$ cat src/rtl/fetch_stage_ifid_if.sv
// Front-end bus between the fetch stage and its surroundings: redirect/stall
// inputs, instruction-memory port and the IF/ID latch outputs.
interface fetch_stage_ifid_if #(
  parameter int unsigned CNT_W = 16
);
  logic             Stall;
  logic             JumpControl;
  logic [31:0]      JumpAddress;
  logic             BranchTaken;
  logic [31:0]      BranchTarget;
  logic [31:0]      IMemAddr;
  logic [31:0]      IMemData;
  logic [31:0]      PCResult;
  logic [31:0]      Out_Instruction;
  logic [31:0]      Out_PC;
  logic [31:0]      Out_PCAdder;
  logic             Out_Valid;
  logic [CNT_W-1:0] Out_FlushCount;

  modport slave (
    input  Stall, JumpControl, JumpAddress, BranchTaken, BranchTarget, IMemData,
    output IMemAddr, PCResult, Out_Instruction, Out_PC, Out_PCAdder, Out_Valid,
           Out_FlushCount
  );

  modport master (
    output Stall, JumpControl, JumpAddress, BranchTaken, BranchTarget, IMemData,
    input  IMemAddr, PCResult, Out_Instruction, Out_PC, Out_PCAdder, Out_Valid,
           Out_FlushCount
  );
endinterface

$ cat src/rtl/fetch_stage_ifid.sv
// MIPS front end: PC register, next-PC selection and the IF/ID pipeline latch,
// with a saturating count of IF/ID flushes.
module fetch_stage_ifid #(
  parameter logic [31:0] RESET_PC  = 32'h0000_0000,
  parameter logic [31:0] NOP_INSTR = 32'h0000_0000,
  parameter int unsigned CNT_W     = 16
) (
  input  logic              ClockIn,
  input  logic              Reset,
  fetch_stage_ifid_if.slave bus
);

  typedef enum logic [1:0] {
    SEL_SEQ,
    SEL_HOLD,
    SEL_JUMP,
    SEL_BRANCH
  } sel_e;

  logic [31:0]      r_pc;
  logic [31:0]      r_instr;
  logic [31:0]      r_id_pc;
  logic [31:0]      r_id_pc4;
  logic             r_valid;
  logic [CNT_W-1:0] r_flush_cnt;

  logic [31:0]      w_pc_plus4;
  logic [31:0]      w_branch_tgt;
  logic [31:0]      w_jump_tgt;
  logic             w_flush;
  sel_e             w_sel;

  assign w_pc_plus4   = r_pc + 32'd4;
  assign w_branch_tgt = {bus.BranchTarget[31:2], 2'b00};
  assign w_jump_tgt   = {bus.JumpAddress[31:2], 2'b00};

  // Stall is tested before jump: a stalled jump is ignored and reasserts later,
  // while a branch belongs to an older instruction and beats both.
  always_comb begin
    w_sel = SEL_SEQ;
    if (bus.BranchTaken) begin
      w_sel = SEL_BRANCH;
    end else if (bus.Stall) begin
      w_sel = SEL_HOLD;
    end else if (bus.JumpControl) begin
      w_sel = SEL_JUMP;
    end
  end

  assign w_flush = (w_sel == SEL_BRANCH) || (w_sel == SEL_JUMP);

  always_ff @(posedge ClockIn) begin
    if (!Reset) begin
      r_pc     <= RESET_PC;
      r_instr  <= NOP_INSTR;
      r_id_pc  <= '0;
      r_id_pc4 <= '0;
      r_valid  <= 1'b0;
    end else begin
      unique case (w_sel)
        SEL_BRANCH, SEL_JUMP: begin
          r_pc     <= (w_sel == SEL_BRANCH) ? w_branch_tgt : w_jump_tgt;
          r_instr  <= NOP_INSTR;
          r_id_pc  <= '0;
          r_id_pc4 <= '0;
          r_valid  <= 1'b0;
        end
        SEL_HOLD: begin
          r_pc     <= r_pc;
          r_instr  <= r_instr;
          r_id_pc  <= r_id_pc;
          r_id_pc4 <= r_id_pc4;
          r_valid  <= r_valid;
        end
        default: begin
          r_pc     <= w_pc_plus4;
          r_instr  <= bus.IMemData;
          r_id_pc  <= r_pc;
          r_id_pc4 <= w_pc_plus4;
          r_valid  <= 1'b1;
        end
      endcase
    end
  end

  always_ff @(posedge ClockIn) begin
    if (!Reset) begin
      r_flush_cnt <= '0;
    end else if (w_flush && (r_flush_cnt != '1)) begin
      r_flush_cnt <= r_flush_cnt + 1'b1;
    end
  end

  assign bus.IMemAddr        = r_pc;
  assign bus.PCResult        = r_pc;
  assign bus.Out_Instruction = r_instr;
  assign bus.Out_PC          = r_id_pc;
  assign bus.Out_PCAdder     = r_id_pc4;
  assign bus.Out_Valid       = r_valid;
  assign bus.Out_FlushCount  = r_flush_cnt;

endmodule

$ cat src/flat_wrapper.sv
// flat-port wrapper written by rule: the top's interface ports become plain ports
module fetch_stage_ifid_flat 
#(
  parameter logic [31:0] RESET_PC  = 32'h0000_0000,
  parameter logic [31:0] NOP_INSTR = 32'h0000_0000,
  parameter int unsigned CNT_W     = 16
)
  (ClockIn, Reset, bus_Stall, bus_JumpControl, bus_JumpAddress, bus_BranchTaken, bus_BranchTarget, bus_IMemData, bus_IMemAddr, bus_PCResult, bus_Out_Instruction, bus_Out_PC, bus_Out_PCAdder, bus_Out_Valid, bus_Out_FlushCount);
  fetch_stage_ifid_if #(.CNT_W(CNT_W)) bus_i ();
  input  logic ClockIn;
  input  logic Reset;
  input wire logic [$bits(bus_i.Stall)-1:0] bus_Stall;
  input wire logic [$bits(bus_i.JumpControl)-1:0] bus_JumpControl;
  input wire logic [$bits(bus_i.JumpAddress)-1:0] bus_JumpAddress;
  input wire logic [$bits(bus_i.BranchTaken)-1:0] bus_BranchTaken;
  input wire logic [$bits(bus_i.BranchTarget)-1:0] bus_BranchTarget;
  input wire logic [$bits(bus_i.IMemData)-1:0] bus_IMemData;
  output wire logic [$bits(bus_i.IMemAddr)-1:0] bus_IMemAddr;
  output wire logic [$bits(bus_i.PCResult)-1:0] bus_PCResult;
  output wire logic [$bits(bus_i.Out_Instruction)-1:0] bus_Out_Instruction;
  output wire logic [$bits(bus_i.Out_PC)-1:0] bus_Out_PC;
  output wire logic [$bits(bus_i.Out_PCAdder)-1:0] bus_Out_PCAdder;
  output wire logic [$bits(bus_i.Out_Valid)-1:0] bus_Out_Valid;
  output wire logic [$bits(bus_i.Out_FlushCount)-1:0] bus_Out_FlushCount;
  assign bus_i.Stall = bus_Stall;
  assign bus_i.JumpControl = bus_JumpControl;
  assign bus_i.JumpAddress = bus_JumpAddress;
  assign bus_i.BranchTaken = bus_BranchTaken;
  assign bus_i.BranchTarget = bus_BranchTarget;
  assign bus_i.IMemData = bus_IMemData;
  assign bus_IMemAddr = bus_i.IMemAddr;
  assign bus_PCResult = bus_i.PCResult;
  assign bus_Out_Instruction = bus_i.Out_Instruction;
  assign bus_Out_PC = bus_i.Out_PC;
  assign bus_Out_PCAdder = bus_i.Out_PCAdder;
  assign bus_Out_Valid = bus_i.Out_Valid;
  assign bus_Out_FlushCount = bus_i.Out_FlushCount;
  fetch_stage_ifid #(.RESET_PC(RESET_PC), .NOP_INSTR(NOP_INSTR), .CNT_W(CNT_W)) u_core (.ClockIn(ClockIn), .Reset(Reset), .bus(bus_i));
endmodule
$ cat config.mk
export PLATFORM = sky130hd
export DESIGN_NAME = fetch_stage_ifid_flat
export DESIGN_NICKNAME = d
export VERILOG_FILES = /design/src/rtl/fetch_stage_ifid_if.sv /design/src/rtl/fetch_stage_ifid.sv /design/src/flat_wrapper.sv
export SDC_FILE = /design/constraint.sdc
export NUM_CORES = 1
export LEC_CHECK = 0
export CELL_PAD_IN_SITES_DETAIL_PLACEMENT = 0
export CELL_PAD_IN_SITES_GLOBAL_PLACEMENT = 1
export CORE_ASPECT_RATIO = 0.8
export CORE_UTILIZATION = 30
export CTS_BUF_LIST = sky130_fd_sc_hd__clkbuf_8
export CTS_CLUSTER_SIZE = 30
export DETAILED_ROUTE_END_ITERATION = 8
export DONT_BUFFER_PORTS = 1
export PLACE_DENSITY_LB_ADDON = 0.1
export SYNTH_ARGS = -nofsm -noshare
export SYNTH_HDL_FRONTEND = slang
export SYNTH_SLANG_ARGS = --single-unit
$ cat constraint.sdc
create_clock -name ClockIn -period 3.4 [get_ports ClockIn]
set_input_delay 0.51 -clock ClockIn [delete_from_list [all_inputs] [get_ports ClockIn]]
set_output_delay 0.51 -clock ClockIn [all_outputs]
set_load 0.03 [all_outputs]
==> results.tsv <==
stage	metric	value	unit
global_routing	largest net degree at the start of global routing	125	
pwr	VDD IR-drop max	0.0002536	V
final_layout	filler cell count	2094	
job	max-capacitance violation count	0	
final_layout	most common cell after layout, fill and taps aside	dfxtp_1	
critical_path	Setup crit start kind	register	
clock_tree	hold_buf cts	0	
die	Initial Util	31.10	%
sta	final-report setup violation count	0	
final_layout	fin area	6793	sq um
synthesis	Syn Area/Cell	9.001	sq um
place	dpl hpwl	13260	um
synthesis	synth warn	0	
outcome	status	finished, final reports clean	
drt	post-route ant nets	0	
drt	Vias	5016	
drt	drt total wl	20050	um
global_routing	vias in the first global route	4916	
sta	top achievable clock speed	0.4117	GHz
global_routing	grt ovf	0	
die	row cnt	46	
final_layout	most frequent cells in the layout	dfxtp_1, a22oi_1, nor2b_1, nand2_1, o21ai_0	
drt	First-pass DRT Iterations	4	
final_layout	FF/Latch Area	2783	sq um
place	Place WS	858.1	ps
die	die area	21470	sq um
critical_path	Critical Path Sink Type	register	
sta	Tmin final	2429	ps
drt	DRT iter0 DRCs	315	
synthesis	asr flop ratio synth	0	%
global_routing	first-pass GRT wire length	29880	um
final_layout	Final nets	761	
clock_tree	total CTS buffers	17	
pwr	PD cells	536.7	nW/um^2
sta	Hold Fails Final Rpt	0	
critical_path	kind of critical path	register to register	
sta	fin crit share	71.44	%
critical_path	Reg2Reg Setup Slack	970	ps
synthesis	Gate Count Post-Synth	696	
final_layout	ANT cells	0	
critical_path	Arr. time, crit path	2740	ps
sta	Rel. slew slack	37.72	%
clock_tree	Clock Sinks	139	
hold_path	hold crit path type	input pin to register	
clock_tree	CTS tree	done	
place	port bufs	0	
synthesis	FF+latch count, synth	139	
die	Top-Level Pins	278	
place	Placer Congestion	0.7176	
sta	Fin Hold WS	149.0	ps
final_layout	layout cells sized above 1	9.716	%
place	Placed Area	6361	sq um
sta	Worst Skew	17.97	ps
synthesis	netlist area before placement	6265	sq um
synthesis	sequential share of the synthesized area	44.42	%
die	Core ar.	20140	sq um
pwr	leakage	2.308	nW
critical_path	crit path cell chain	ha_1 -> nand3_1 -> nor3_1 -> and4_1 -> xnor2_1 -> o21ai_0	
die	die height	131.3	um
clock_tree	Clock Latency Late Sink	440	ps
sta	RSZ-0062 raised after global routing	no	
clock_tree	CTS clk-pin slew, worst paths	90	ps
synthesis	number of synthesized flops with an enable pin	0	
final_layout	Layout area overhead	8.428	%
clock_tree	post_cts resized	0	
sta	worst slew pin tran	933.2	ps
die	Die Wd	163.6	um
critical_path	CP required	3710	ps
sta	setup total negative slack	0	ps
synthesis	most used flip-flop cell after synthesis	dfxtp_1	
clock_tree	Clock Tree Buf Depth	2	
clock_tree	postcts setup bufs	0	
drt	DRC viols	0	
final_layout	Multi-input gate area	3008	sq um
global_routing	gr usage total	18.35	%
clock_tree	clock root buffer	clkbuf_8	
drt	drt via density	5.376	
critical_path	Worst Path Max Fanout	6	
drt	WL per Instance	21.49	um
sta	fin. max-slew vios	0	
sta	PnR worst setup slack	971.0	ps
critical_path	Slowest Stage Delay on Critical Path	670	ps
clock_tree	H-tree Lvls	4	
critical_path	CP max stage cell	dfxtp_1	
global_routing	initial antenna violation count	1	
synthesis	post-synthesis cell type count	44	
## power by group
part	total [W]	internal, W	switching [W]
Sequential	0.00179	0.00167	0.000114
Combinational	0.000360	0.000113	0.000247
Clock	0.00150	0.000832	0.000665
Total	0.00365	0.00262	0.00103
## worst max-delay path, delay by kind of cell (launching register included)
family / cells / cell delay [ps]
adder cells (fa/ha/maj): 1 / 400
XOR/XNOR: 1 / 180
AND/OR/NAND/NOR: 3 / 950
flip-flops: 1 / 670
AO/OA/AOI/OAI: 1 / 120
## worst paths after layout
check / cells after the start / startpoint / end
worst max register to register: 6 / u_core.bus.IMemAddr[2] / u_core.bus.Out_PCAdder[14]
worst min-delay path: 1 / bus_BranchTaken / u_core.bus.Out_Valid
worst max-delay path: 6 / u_core.bus.IMemAddr[2] / u_core.bus.Out_PCAdder[14]
worst min register to register: 2 / u_core.bus.Out_PCAdder[26] / u_core.bus.Out_PCAdder[26]
## metal layers
layer	wire (um)	track usage [%]	vias up
met5	13	0	-
met4	133	3.909	2
met3	1448	6.313	16
met2	9471	29.54	178
met1	8979	23.49	2458
li1	-	-	2362
## layout make-up
cell class / count / area share, %
multi-input combinational: 465 / 44.28
sequential: 139 / 40.97
tap: 264 / 4.863
clock buffer: 19 / 3.850
timing repair buffer: 29 / 3.205
clock inverter: 11 / 2.505
inverter: 6 / 0.3316
## registers in the layout, indices dropped and copies added (netlist names)
register / cells
u_core.bus.Out_Instruction: 32
u_core.bus.IMemAddr: 30
u_core.bus.Out_PCAdder: 30
u_core.bus.Out_PC: 30
u_core.bus.Out_FlushCount: 16
u_core.bus.Out_Valid: 1
## cell families (layout without fill, tap and decap cells)
family | after synthesis | in the layout | synth area share, %
compound gates | 188 | 188 | 21.11
xor+xnor | 42 | 42 | 5.872
fa+ha+maj | 2 | 2 | 0.3994
buf+inv | 99 | 65 | 8.408
flops | 139 | 139 | 44.42
other cells | 1 | 8 | 0.05986
simple gates | 225 | 225 | 19.73
## stage by stage
| step | total power (W) | utilization [%] | std cells |
|---|---|---|---|
| 3_5_place_dp | 0.002191 | 31.58 | 903 |
| 3_3_place_gp | 0.002185 | 31.58 | 903 |
| 6_report | 0.003646 | 33.72 | 933 |
| 5_1_grt | 0.003808 | 33.72 | 933 |
| 2_1_floorplan | 0.002153 | - | 703 |
| 4_1_cts | 0.003707 | 33.72 | 933 |
## Yosys cell counts (all sizes together), types with 5 or more instances
cell type,instances,area [sq um]
xor2,35,306.5
o21ai,55,275.3
clkbuf,46,175.2
o211ai,18,135.1
nand4,13,96.34
nand2,56,210.2
o21a,5,37.54
a22oi,71,533.0
buf,47,329.1
inv,6,22.52
nor2b,69,431.7
nor4,7,50.05
and2,23,143.9
nor2,13,48.80
nor3,13,65.06
dfxtp,139,2783
xnor2,7,61.31
a221o,19,190.2
nand3,19,95.09
Note: power is estimated with default switching activity, not from simulation.
